===== src/rtl/leaf_hub_core_if.sv =====
// ---------------------------------------------------------------------------
// leaf_hub_core_if
// Valid/ready message channel used for each of the four leaf hub streams.
//
// Signals:
//   data   WIDTH-bit message, held stable while valid is high
//   valid  producer has a message on data
//   ready  consumer can take the message this cycle
//
// Modports:
//   master  producer side (drives data/valid, samples ready)
//   slave   consumer side (samples data/valid, drives ready)
// ---------------------------------------------------------------------------
interface leaf_hub_core_if #(
    parameter int WIDTH = 64
) ();
    logic [WIDTH-1:0] data;
    logic             valid;
    logic             ready;

    modport master (output data, output valid, input ready);
    modport slave  (input data, input valid, output ready);
endinterface


===== src/rtl/leaf_hub_core.sv =====
// ---------------------------------------------------------------------------
// leaf_hub_core
// Leaf-side endpoint of the root-hub message network (one per non-root FPGA).
//
// Upstream (TX): messages from the local core get their src field stamped
// with FPGA_ID and are buffered toward the root-hub link.
// Downstream (RX): messages from the root-hub link are filtered on dest;
// those for this FPGA or for BROADCAST_ID are buffered toward the local core,
// everything else is dropped and counted.
//
// Ports:
//   clk         system clock
//   reset       asynchronous, active-high reset
//   up_rx       slave channel, messages from the root hub
//   up_tx       master channel, messages to the root hub
//   local_rx    slave channel, messages from the local core
//   local_tx    master channel, messages to the local core
//   drop_count  saturating 16-bit count of dropped mis-addressed messages
//
// Header layout: dest = data[CHANNEL_WIDTH-1 -: DEST_WIDTH], src = the
// DEST_WIDTH bits directly below dest.
//
// Optional build macro: LEAF_HUB_LOOPBACK_EN
//   When defined, local messages addressed to FPGA_ID are looped back into
//   the RX FIFO (after src stamping) and share its write port with the
//   upstream path through a 1-bit round-robin arbiter.
// ---------------------------------------------------------------------------
module leaf_hub_core #(
    parameter int                    FPGA_ID       = 1,
    parameter int                    CHANNEL_WIDTH = 64,
    parameter int                    DEST_WIDTH    = 8,
    parameter int                    FIFO_DEPTH    = 4,
    parameter logic [DEST_WIDTH-1:0] BROADCAST_ID  = {DEST_WIDTH{1'b1}}
) (
    input  logic                clk,
    input  logic                reset,
    leaf_hub_core_if.slave      up_rx,
    leaf_hub_core_if.master     up_tx,
    leaf_hub_core_if.slave      local_rx,
    leaf_hub_core_if.master     local_tx,
    output logic [15:0]         drop_count
);
    localparam int AW = $clog2(FIFO_DEPTH);
    localparam int PW = AW + 1;
    localparam logic [DEST_WIDTH-1:0] MY_ID = DEST_WIDTH'(FPGA_ID);

    // Readies are held low through reset and come up on the first edge after.
    logic alive;

    logic [CHANNEL_WIDTH-1:0] tx_mem [FIFO_DEPTH];
    logic [CHANNEL_WIDTH-1:0] rx_mem [FIFO_DEPTH];
    logic [PW-1:0]            tx_wr;
    logic [PW-1:0]            tx_rd;
    logic [PW-1:0]            rx_wr;
    logic [PW-1:0]            rx_rd;
    logic                     tx_full;
    logic                     tx_empty;
    logic                     rx_full;
    logic                     rx_empty;

    logic                     tx_push;
    logic                     tx_pop;
    logic                     rx_push;
    logic                     rx_pop;
    logic                     up_accept;
    logic                     up_match;
    logic [DEST_WIDTH-1:0]    up_dest;
    logic [CHANNEL_WIDTH-1:0] stamped;
    logic [CHANNEL_WIDTH-1:0] rx_push_data;

    // Full when the wrap bits differ but the index bits match.
    assign tx_empty = (tx_wr == tx_rd);
    assign rx_empty = (rx_wr == rx_rd);
    assign tx_full  = (tx_wr[PW-1] != tx_rd[PW-1]) && (tx_wr[AW-1:0] == tx_rd[AW-1:0]);
    assign rx_full  = (rx_wr[PW-1] != rx_rd[PW-1]) && (rx_wr[AW-1:0] == rx_rd[AW-1:0]);

    assign up_dest  = up_rx.data[CHANNEL_WIDTH-1 -: DEST_WIDTH];
    assign up_match = (up_dest == MY_ID) || (up_dest == BROADCAST_ID);

    // Local message with its src field replaced by this FPGA's ID.
    assign stamped = {local_rx.data[CHANNEL_WIDTH-1 -: DEST_WIDTH], MY_ID,
                      local_rx.data[CHANNEL_WIDTH-2*DEST_WIDTH-1:0]};

    assign up_accept = up_rx.valid && up_rx.ready;
    assign tx_pop    = !tx_empty && up_tx.ready;
    assign rx_pop    = !rx_empty && local_tx.ready;

`ifdef LEAF_HUB_LOOPBACK_EN
    logic                  rr_ptr;
    logic                  lb_hit;
    logic                  lb_req;
    logic                  contend;
    logic                  lb_accept;
    logic [DEST_WIDTH-1:0] local_dest;

    assign local_dest = local_rx.data[CHANNEL_WIDTH-1 -: DEST_WIDTH];
    assign lb_hit     = (local_dest == MY_ID);
    assign lb_req     = local_rx.valid && lb_hit;
    assign contend    = up_rx.valid && lb_req;

    // rr_ptr = 0 favours upstream, 1 favours loopback; the loser sees ready low.
    assign up_rx.ready    = alive && !rx_full && !(contend && rr_ptr);
    assign local_rx.ready = alive && (lb_hit ? (!rx_full && !(contend && !rr_ptr))
                                             : !tx_full);

    assign lb_accept    = local_rx.valid && local_rx.ready && lb_hit;
    assign tx_push      = local_rx.valid && local_rx.ready && !lb_hit;
    assign rx_push      = (up_accept && up_match) || lb_accept;
    assign rx_push_data = lb_accept ? stamped : up_rx.data;

    // Toggle priority after every grant made while both sources request.
    always_ff @(posedge clk or posedge reset) begin
        if (reset) begin
            rr_ptr <= 1'b0;
        end else if (contend && alive && !rx_full) begin
            rr_ptr <= ~rr_ptr;
        end
    end
`else
    assign up_rx.ready    = alive && !rx_full;
    assign local_rx.ready = alive && !tx_full;
    assign tx_push        = local_rx.valid && local_rx.ready;
    assign rx_push        = up_accept && up_match;
    assign rx_push_data   = up_rx.data;
`endif

    // Data outputs are forced to zero while their FIFO is empty so nothing
    // stale is visible after reset.
    assign up_tx.valid    = !tx_empty;
    assign up_tx.data     = tx_empty ? '0 : tx_mem[tx_rd[AW-1:0]];
    assign local_tx.valid = !rx_empty;
    assign local_tx.data  = rx_empty ? '0 : rx_mem[rx_rd[AW-1:0]];

    // Storage arrays carry no reset; the pointers alone define their contents.
    always_ff @(posedge clk) begin
        if (tx_push) begin
            tx_mem[tx_wr[AW-1:0]] <= stamped;
        end
        if (rx_push) begin
            rx_mem[rx_wr[AW-1:0]] <= rx_push_data;
        end
    end

    // Pointers, ready enable and the drop counter.
    always_ff @(posedge clk or posedge reset) begin
        if (reset) begin
            alive      <= 1'b0;
            tx_wr      <= '0;
            tx_rd      <= '0;
            rx_wr      <= '0;
            rx_rd      <= '0;
            drop_count <= '0;
        end else begin
            alive <= 1'b1;
            if (tx_push) begin
                tx_wr <= tx_wr + PW'(1);
            end
            if (tx_pop) begin
                tx_rd <= tx_rd + PW'(1);
            end
            if (rx_push) begin
                rx_wr <= rx_wr + PW'(1);
            end
            if (rx_pop) begin
                rx_rd <= rx_rd + PW'(1);
            end
            if (up_accept && !up_match && (drop_count != 16'hFFFF)) begin
                drop_count <= drop_count + 16'd1;
            end
        end
    end
endmodule


===== src/flat_wrapper.sv =====
// flat-port wrapper written by rule: the top's interface ports become plain ports
module leaf_hub_core_flat 
#(
    parameter int                    FPGA_ID       = 1,
    parameter int                    CHANNEL_WIDTH = 64,
    parameter int                    DEST_WIDTH    = 8,
    parameter int                    FIFO_DEPTH    = 4,
    parameter logic [DEST_WIDTH-1:0] BROADCAST_ID  = {DEST_WIDTH{1'b1}}
)
  (clk, reset, drop_count, up_rx_data, up_rx_valid, up_rx_ready, up_tx_data, up_tx_valid, up_tx_ready, local_rx_data, local_rx_valid, local_rx_ready, local_tx_data, local_tx_valid, local_tx_ready);
  leaf_hub_core_if up_rx_i ();
  leaf_hub_core_if up_tx_i ();
  leaf_hub_core_if local_rx_i ();
  leaf_hub_core_if local_tx_i ();
  input  logic clk;
  input  logic reset;
  output logic [15:0] drop_count;
  input wire logic [$bits(up_rx_i.data)-1:0] up_rx_data;
  input wire logic [$bits(up_rx_i.valid)-1:0] up_rx_valid;
  output wire logic [$bits(up_rx_i.ready)-1:0] up_rx_ready;
  output wire logic [$bits(up_tx_i.data)-1:0] up_tx_data;
  output wire logic [$bits(up_tx_i.valid)-1:0] up_tx_valid;
  input wire logic [$bits(up_tx_i.ready)-1:0] up_tx_ready;
  input wire logic [$bits(local_rx_i.data)-1:0] local_rx_data;
  input wire logic [$bits(local_rx_i.valid)-1:0] local_rx_valid;
  output wire logic [$bits(local_rx_i.ready)-1:0] local_rx_ready;
  output wire logic [$bits(local_tx_i.data)-1:0] local_tx_data;
  output wire logic [$bits(local_tx_i.valid)-1:0] local_tx_valid;
  input wire logic [$bits(local_tx_i.ready)-1:0] local_tx_ready;
  assign up_rx_i.data = up_rx_data;
  assign up_rx_i.valid = up_rx_valid;
  assign up_rx_ready = up_rx_i.ready;
  assign up_tx_data = up_tx_i.data;
  assign up_tx_valid = up_tx_i.valid;
  assign up_tx_i.ready = up_tx_ready;
  assign local_rx_i.data = local_rx_data;
  assign local_rx_i.valid = local_rx_valid;
  assign local_rx_ready = local_rx_i.ready;
  assign local_tx_data = local_tx_i.data;
  assign local_tx_valid = local_tx_i.valid;
  assign local_tx_i.ready = local_tx_ready;
  leaf_hub_core #(.FPGA_ID(FPGA_ID), .CHANNEL_WIDTH(CHANNEL_WIDTH), .DEST_WIDTH(DEST_WIDTH), .FIFO_DEPTH(FIFO_DEPTH), .BROADCAST_ID(BROADCAST_ID)) u_core (.clk(clk), .reset(reset), .up_rx(up_rx_i), .up_tx(up_tx_i), .local_rx(local_rx_i), .local_tx(local_tx_i), .drop_count(drop_count));
endmodule

===== config.mk =====
export PLATFORM = sky130hd
export DESIGN_NAME = leaf_hub_core_flat
export DESIGN_NICKNAME = d
export VERILOG_FILES = /design/src/rtl/leaf_hub_core_if.sv /design/src/rtl/leaf_hub_core.sv /design/src/flat_wrapper.sv
export SDC_FILE = /design/constraint.sdc
export NUM_CORES = 1
export LEC_CHECK = 0
export CORE_UTILIZATION = 49
export CTS_CLUSTER_SIZE = 28
export DETAILED_ROUTE_END_ITERATION = 10
export PLACE_DENSITY = 0.76
export SYNTH_ARGS = -nofsm -noshare
export SYNTH_HDL_FRONTEND = slang
export SYNTH_SLANG_ARGS = --single-unit
export TNS_END_PERCENT = 5

===== constraint.sdc =====
create_clock -name clk -period 3.35 [get_ports clk]
set_clock_uncertainty 0.2 [all_clocks]
set_input_delay 0.335 -clock clk [delete_from_list [all_inputs] [get_ports clk]]
set_output_delay 0.335 -clock clk [all_outputs]
set_load 0.01 [all_outputs]

# Yosys cells after proc, flatten, opt, wreduce, memory -nomap -nowiden
# Memories as Yosys holds them, arrays and structs flattened.
# Cells that the tools add are included.
[classes]
n_addsub = 5
n_eq_ne = 9
n_mux = 6
reduce_logical = 17
[ops]
columns = ["op", "n"]
rows = [
  ["64-bit two-way mux", 2],
  ["16-bit by 1-bit adder with 16-bit output, second input constant", 1],
  ["16-bit != test, second input constant", 1],
  ["3-bit by 1-bit adder with 3-bit output, second input constant", 4],
  ["1-bit logical AND", 11],
  ["8-bit by 1-bit == test with 1-bit output, second input constant", 1],
  ["8-bit == test, second input constant", 1],
  ["3-bit == test", 2],
  ["1-bit zero test", 5],
  ["2-bit == test", 2],
  ["1-bit two-way mux", 4],
  ["1-bit != test", 2],
  ["1-bit logical OR", 1],
]
[totals]
reg_bits = 29
ramBits = 480
inputBits = 134
output_inout_bits = 148
n_memories = 2
[mem_list]
columns = ["name", "depth", "word_bits", "rd", "rd_clocked_by_memory_dff", "write_ports", "line_no", "text"]
rows = [
  ["u_core.rx_mem", 4, 64, 1, 0, 1, "leaf_hub_core.sv:51", "logic [CHANNEL_WIDTH-1:0] rx_mem [FIFO_DEPTH];"],
  ["u_core.tx_mem", 4, 56, 1, 0, 1, "leaf_hub_core.sv:50", "logic [CHANNEL_WIDTH-1:0] tx_mem [FIFO_DEPTH];"],
]

# Depth between registers and ports, before layout
# Gate-level depths: netlist (run 1).
[logic_depth]
word_depth = 8
ltp_mapped = 7

# Worst setup path before layout (run 1)
# OpenSTA, ideal clock, no wires.
[synth_path]
path_kind = "input to register"
from = "input port up_rx_data[61]"
to = "memory u_core.rx_mem[3][0] (enable)"
setup_time_ns = 0.430
arrival_ns = 2.733
path_slack_ns = -0.013
cell_stages = 4
cell_sequence = "nor4_1 -> nand2_1 -> a221oi_2 -> and2_1"
[synth_between]
elab_chain_len = 5
[synth_lines]
columns = ["element", "line_no", "text"]
rows = [
  ["start: declaration", "flat_wrapper.sv:18", "input wire logic [$bits(up_rx_i.data)-1:0] up_rx_data;"],
  ["8-bit by 1-bit == test with 1-bit output / 8-bit == test (equally long branches)", "leaf_hub_core.sv:78", "assign up_match = (up_dest == MY_ID) || (up_dest == BROADCAST_ID);"],
  ["1-bit logical OR *", "leaf_hub_core.sv:78", ""],
  ["1-bit logical AND *", "leaf_hub_core.sv:123", "assign rx_push = up_accept && up_match;"],
  ["1-bit two-way mux *", "leaf_hub_core.sv:139", "if (rx_push) begin"],
  ["1-bit two-way mux (not written as such) *", "leaf_hub_core.sv:140", "rx_mem[rx_wr[AW-1:0]] <= rx_push_data;"],
  ["end: declaration", "leaf_hub_core.sv:51", ""],
]
# Mark *: on every way between the ends. The rest lies on a longest branch, timed or not.

# Final worst setup path (run 1)
[layout_path]
from = "register u_core.rx_rd[0]"
to = "output port local_tx_data[8]"
[layout_between]
elab_chain_len = 2
[layout_lines]
columns = ["element", "line_no", "text"]
rows = [
  ["start: declaration", "leaf_hub_core.sv:55", "logic [PW-1:0] rx_rd;"],
  ["start signal: assignment", "leaf_hub_core.sv:165", "rx_rd <= rx_rd + PW'(1);"],
  ["memory read 4 x 64 bit / 3-bit == test (equally long branches)", "-", ""],
  ["64-bit two-way mux *", "leaf_hub_core.sv:132", "assign local_tx.data = rx_empty ? '0 : rx_mem[rx_rd[AW-1:0]];"],
  ["end: declaration", "flat_wrapper.sv:27", "output wire logic [$bits(local_tx_i.data)-1:0] local_tx_data;"],
]
# Marks and branches as above.

==> impl_metrics.toml, run 1 <==
[timing]
setup-violations-final = 0
hold_violations = 0
tightest_slew_ns = 0.697
post-route-min-period_ns = 3.23
setup_slack_ns = 0.124
slew_headroom = 0.535
slew_viol_final = 0
max_freq_mhz = 310
rsz0062_at_grt = "true"
whs_ns = 0.189
finalCritPeriodShare = 0.963

[detailed_routing]
drt_iter0_markers = 607
drtAntennaViolNets = 0
drcViolationCount = 4
drtPass1Iterations = 8
num_vias = 9683
drt-total-wl_um = 38600
routedWlPerCell_um = 21.4
viasPerCell = 5.38

[global_route]
antenna_found_initial = 5
track_usage = 0.192
grt_first_pass_wirelength_um = 59200
grt_pass1_vias = 10300
overflow = 0
grt_max_degree = 65

[placed_design]
io_buffers = 266
gp_congestion = 0.772
hpwlAfterDp_um = 24000
place_inst = 1700
pre_cts_slack_ns = 0.373

[synthesis]
synth_area_leaders = "edfxtp_1 73%, mux4_2 14%, and2_1 4.0%"
synth_edf_count = 480
syn_area_um2 = 19700
avgSynthCellArea_um2 = 21.5
async_flop_share = 0.0570
ys_warn_count = 0
netlist.area_leader.share = 0.731
synth_top_cell_by_area = "edfxtp_1"
ys_types = 36
ys.flop_type = "edfxtp_1"
ys_ff_latch = 509
postSynthCellCount = 918
synth_common_cells = "480 x edfxtp_1, 125 x and2_1, 120 x mux4_2, 29 x dfrtp_1, 20 x xor2_1"
yosysMostFrequentCell = "edfxtp_1"
synth_seq_area_share = 0.767

[worst_setup_path]
path_max_fanout = 12
critPathKind = "reg2out"
worstPathBufferInverterCount = 2
cp_slowest_cell = "dfrtp_4"
cp-end-kind = "primary output"
cp.arrival_ns = 2.69
startpoint_type = "flop"
crit_chain = "buf_4, mux4_2, and2_1, clkdlybuf4s50_1"
crit_required_ns = 2.81
path_delay_family = "buffers and inverters"
cpPeakStageDelay_ns = 0.60

[clocking]
cts_buffers = 50
cts-resized-gates = 0
cts_root_buf = "clkbuf_16"
clockBufferDepth = 3
cts_tree = "yes"
path_clk_slew_ns = 0.06
clock_latency_ns = 0.58
ctsHtreeMaxLevel = 2
clock-sinks = 509

[pwr]
ir_worst_vdd_uv = 578
power_mw = 20.9
power_leakage_nw = 8.29
power_density_nw_per_um2 = 834

[floorplan]
die_h_um = 203
pin_count = 282
start_util = 0.497
die-width_um = 203
num_rows = 73
die_area_um2 = 41100
core_area_um2 = 39700

[worst_hold_path]
hp-class = "in2reg"

[job]
max_cap_violations = 0

[cells_and_area]
multi_input_area_um2 = 4340
seqCellArea_um2 = 15100
fin_cells = 1800
fill_cells = 2733
drive_above_1_share = 0.202
area_growth_pct = 26.7
layout.nets = 1382

[run_status]
outcome = "finished with violations"
violations = "design-rule violations"
[routing by layer]
metal	routed length (µm)	track usage
met1	15500	0.256
met4	758	0.0529
met3	3940	0.0693
met5	48	0
met2	18300	0.302
[placed cells by master (no fill, tap or decap), drive strengths merged]
cell,netlist,final
bufinv,0,5
nand4,4,4
dlygate4sd3,0,1
clkinvlp,0,2
edfxtp,480,480
inv,8,11
nor3,9,9
clkdlybuf4s50,0,266
or2,1,1
and4,1,1
conb,2,8
and2,125,125
ha,11,11
clkbuf,19,64
or3,1,1
mux2,4,4
and3,6,6
clkinv,0,14
a221oi,1,1
nand3,6,6
dfrtp,29,29
diode,0,2
nor4b,1,1
nand2,15,15
nand4b,1,1
o31a,1,1
xor2,20,20
nor4,5,5
a311o,1,1
nor2,5,5
buf,30,43
mux4,120,120
o21ai,2,2
xnor2,10,10
[power breakdown]
group | internal, mW | leakage (nW) | switching, mW
Combinational | 4.43 | 2.84 | 3.28
Clock | 3.18 | 0.769 | 2.25
Sequential | 7.42 | 4.68 | 0.287
Total | 15.0 | 8.29 | 5.82
[state kept, by name (all words and copies together), names as in the netlist]
register	cells
u_core.alive	1
u_core.rx_wr	3
u_core.drop_count	16
u_core.rx_mem	256
u_core.tx_wr	3
u_core.tx_mem	224
u_core.tx_rd	3
u_core.rx_rd	3
[through the flow]
stage | area, µm² | TNS (ns) | util
2_1_floorplan | 19800 | 0 | -
3_3_place_gp | 23300 | 0 | 0.587
3_5_place_dp | 23300 | 0 | 0.587
4_1_cts | 24900 | 0 | 0.627
5_1_grt | 25000 | -0.00400 | 0.629
6_report | 25000 | 0 | 0.629
[timing repair]
item	CTS	global route
hold buffers	1	0
cloned	0	0
setup buffers	1	8
hold endpoints to repair	29	0
setup endpoints to repair	41	21
pin swaps	0	0
[area by class of cell]
cell class | instances | area share
repair buffers | 310 | 0.129
diodes | 2 | 0.000200
inverters | 8 | 0.00120
well taps | 525 | 0.0263
clock buffers | 64 | 0.0530
flip-flops and latches | 509 | 0.606
clock inverters | 24 | 0.0103
multi-input cells | 358 | 0.174
[final timing paths]
path,from,endpoint,slack (ns),cells past startpoint
max reg2reg,u_core.tx_rd[0],u_core.tx_mem[2][6],0.77,4
min in group asynchronous,reset,u_core.drop_count[14],0.49,4
max in group asynchronous,reset,u_core.tx_rd[0],2.14,4
max,u_core.rx_rd[0],local_tx_data[8],0.12,4
min,local_rx_data[15],u_core.tx_mem[3][15],0.19,1
min reg2reg,u_core.tx_wr[2],u_core.tx_wr[2],0.28,1
[cells by family after synthesis]
logic type	Yosys count	share of synthesized area
mux	124	0.139
other cells	2	0.000381
compound gates	5	0.00222
fa+ha+maj	11	0.00698
flops	509	0.767
buf+inv	57	0.0146
simple gates	180	0.0557
xor+xnor	30	0.0133
Power figures use the tool's default switching activity.
==> run 2: changes to the inputs <==
- CORE_UTILIZATION: 49 -> 43
- PLACE_DENSITY: 0.76 -> 0.68
==> run 2 against run 1 <==
- the flow now finishes without violations
- sequential share of layout area fell by 0.39 points
- setup slack improved by 0.028 ns
- cell area up 0.66%
- maximum frequency grew 0.89%
- utilization fell by 7.4 points
- first-iteration DRC count fell by 4.1%
- via count down 1.8%
- final cell count increased by 3.9%
- non-clock buffer count fell by 13
- combinational power grew 0.5%
- register-to-register slack better by 0.16 ns
- largest cell class unchanged
- largest power group is now combinational cells
==> impl_metrics.toml, run 2 (synthesis results as in run 1) <==
[run_status]
outcome = "completed"

[timing]
hold_violations = 0
slew_headroom = 0.662
setup_slack_ns = 0.152
max_freq_mhz = 313
slew_viol_final = 0
tightest_slew_ns = 0.504
finalSetupTns_ns = 0
finalCritPeriodShare = 0.955
setup-violations-final = 0
whs_ns = 0.194
post-route-min-period_ns = 3.20
rsz0062_at_grt = "false"

[clocking]
clock-sinks = 509
clockBufferDepth = 3
cts_buffers = 51
path_clk_slew_ns = 0.06
cts_root_buf = "clkbuf_16"
ctsHtreeMaxLevel = 2
clock_latency_ns = 0.57
cts_tree = "yes"

[placed_design]
pre_cts_slack_ns = 0.363
io_buffers = 266
postPlaceCellArea_um2 = 23400
gp_congestion = 0.744
hpwlAfterDp_um = 23700

[pwr]
clockPowerShare = 0.270
power_density_nw_per_um2 = 837
p_sw_frac = 0.279
combPwrFrac = 0.368
p_int_mw = 15.2
switchingPower_mw = 5.88
pwr-share-seq = 0.362
power_leakage_nw = 8.34
ir_worst_vdd_uv = 549

[global_route]
antenna_found_initial = 6
grtUsageMet3 = 0.0546
overflow = 0
grt_max_degree = 67
grt_pass1_vias = 10200
met1_usage = 0.225
globalRouteMet2Util = 0.269
grt.busiest_layer = "met2"
track_usage = 0.170
grt_first_pass_wirelength_um = 59900

[worst_setup_path]
startpoint_type = "flop"
cp.arrival_ns = 2.66
crit_required_ns = 2.81
critPathKind = "reg2out"
path_max_fanout = 49
cp-end-kind = "primary output"

[detailed_routing]
drtAntennaViolNets = 0
num_vias = 9505
drtPass1Iterations = 6
routedWlPerCell_um = 21.1
drt-total-wl_um = 39400
viasPerCell = 5.08
drt_iter0_markers = 582
drcViolationCount = 0

[floorplan]
die_h_um = 216
die_area_um2 = 46700
core_area_um2 = 45300
die-width_um = 216
start_util = 0.436
num_rows = 78
pin_count = 282

[cells_and_area]
drive_above_1_share = 0.199
final_common_cell = "edfxtp_1"
layout_common_cells = "480 x edfxtp_1, 265 x clkdlybuf4s50_1, 121 x and2_1"
area_growth_pct = 27.5
largest_reg_flops = 256
layout.nets = 1370
final_area_um2 = 25200
post-route-util = 0.556

[worst_hold_path]
hp-class = "in2reg"

[job]
max_cap_violations = 0
## run 2: area by class of cell
type | instances | area, µm²
multi-input combinational | 358 | 4360
timing repair buffer | 297 | 3160
sequential | 509 | 15100
fill | 3454 | 20100
clock inverter | 32 | 278
tap | 600 | 751
clock buffer | 62 | 1420
antenna | 4 | 10.0
inverter | 8 | 30.0
## run 2: power by group through the flow
stage / clock network [mW] / logic, mW / registers, mW
finish: 5.69 / 7.75 / 7.62
global route: 6.08 / 8.33 / 7.66
CTS: 5.84 / 7.80 / 7.61
detailed placement: 0 / 7.75 / 7.74
global placement: 0 / 7.76 / 7.72
floorplan: 0 / 4.09 / 7.71
## run 2: worst paths after layout
| check | start | endpoint | slack [ns] | cells past startpoint |
|---|---|---|---|---|
| worst min register to register | u_core.tx_wr[2] | u_core.tx_wr[2] | 0.29 | 1 |
| worst max register to register | u_core.rx_rd[0] | u_core.rx_mem[3][45] | 0.93 | 6 |
| worst max-delay path | u_core.rx_rd[0] | local_tx_data[27] | 0.15 | 4 |
| max in group asynchronous | reset | u_core.rx_rd[0] | 1.90 | 4 |
| min in group asynchronous | reset | u_core.alive | 0.42 | 3 |
| worst min-delay path | up_tx_ready | u_core.tx_rd[2] | 0.19 | 3 |
## run 2: timing repair
item                       CTS  global route
hold buffers                 1             0
gates resized for setup      0             5
setup endpoints to repair    0            21
hold endpoints to repair     7             0
setup buffers                0             0
## run 2: worst max-delay path: stages, from the launching register on
cell             delay [ns]
dfrtp_4                0.48
buf_16                 0.35
mux4_2                 0.56
and2_1                 0.18
clkdlybuf4s50_1        0.52
## run 2: stage by stage
stage          total power [mW]  instances
2_1_floorplan              11.8        924
3_3_place_gp               15.5       1769
3_5_place_dp               15.5       1769
4_1_cts                    21.3       1864
5_1_grt                    22.1       1866
6_report                   21.1       1870
## run 2: routing by layer
metal | up-vias | part of all wire
li1 | 4293 | -
met1 | 4897 | 0.42
met2 | 264 | 0.48
met3 | 47 | 0.081
met4 | 4 | 0.017
met5 | - | 0.00069
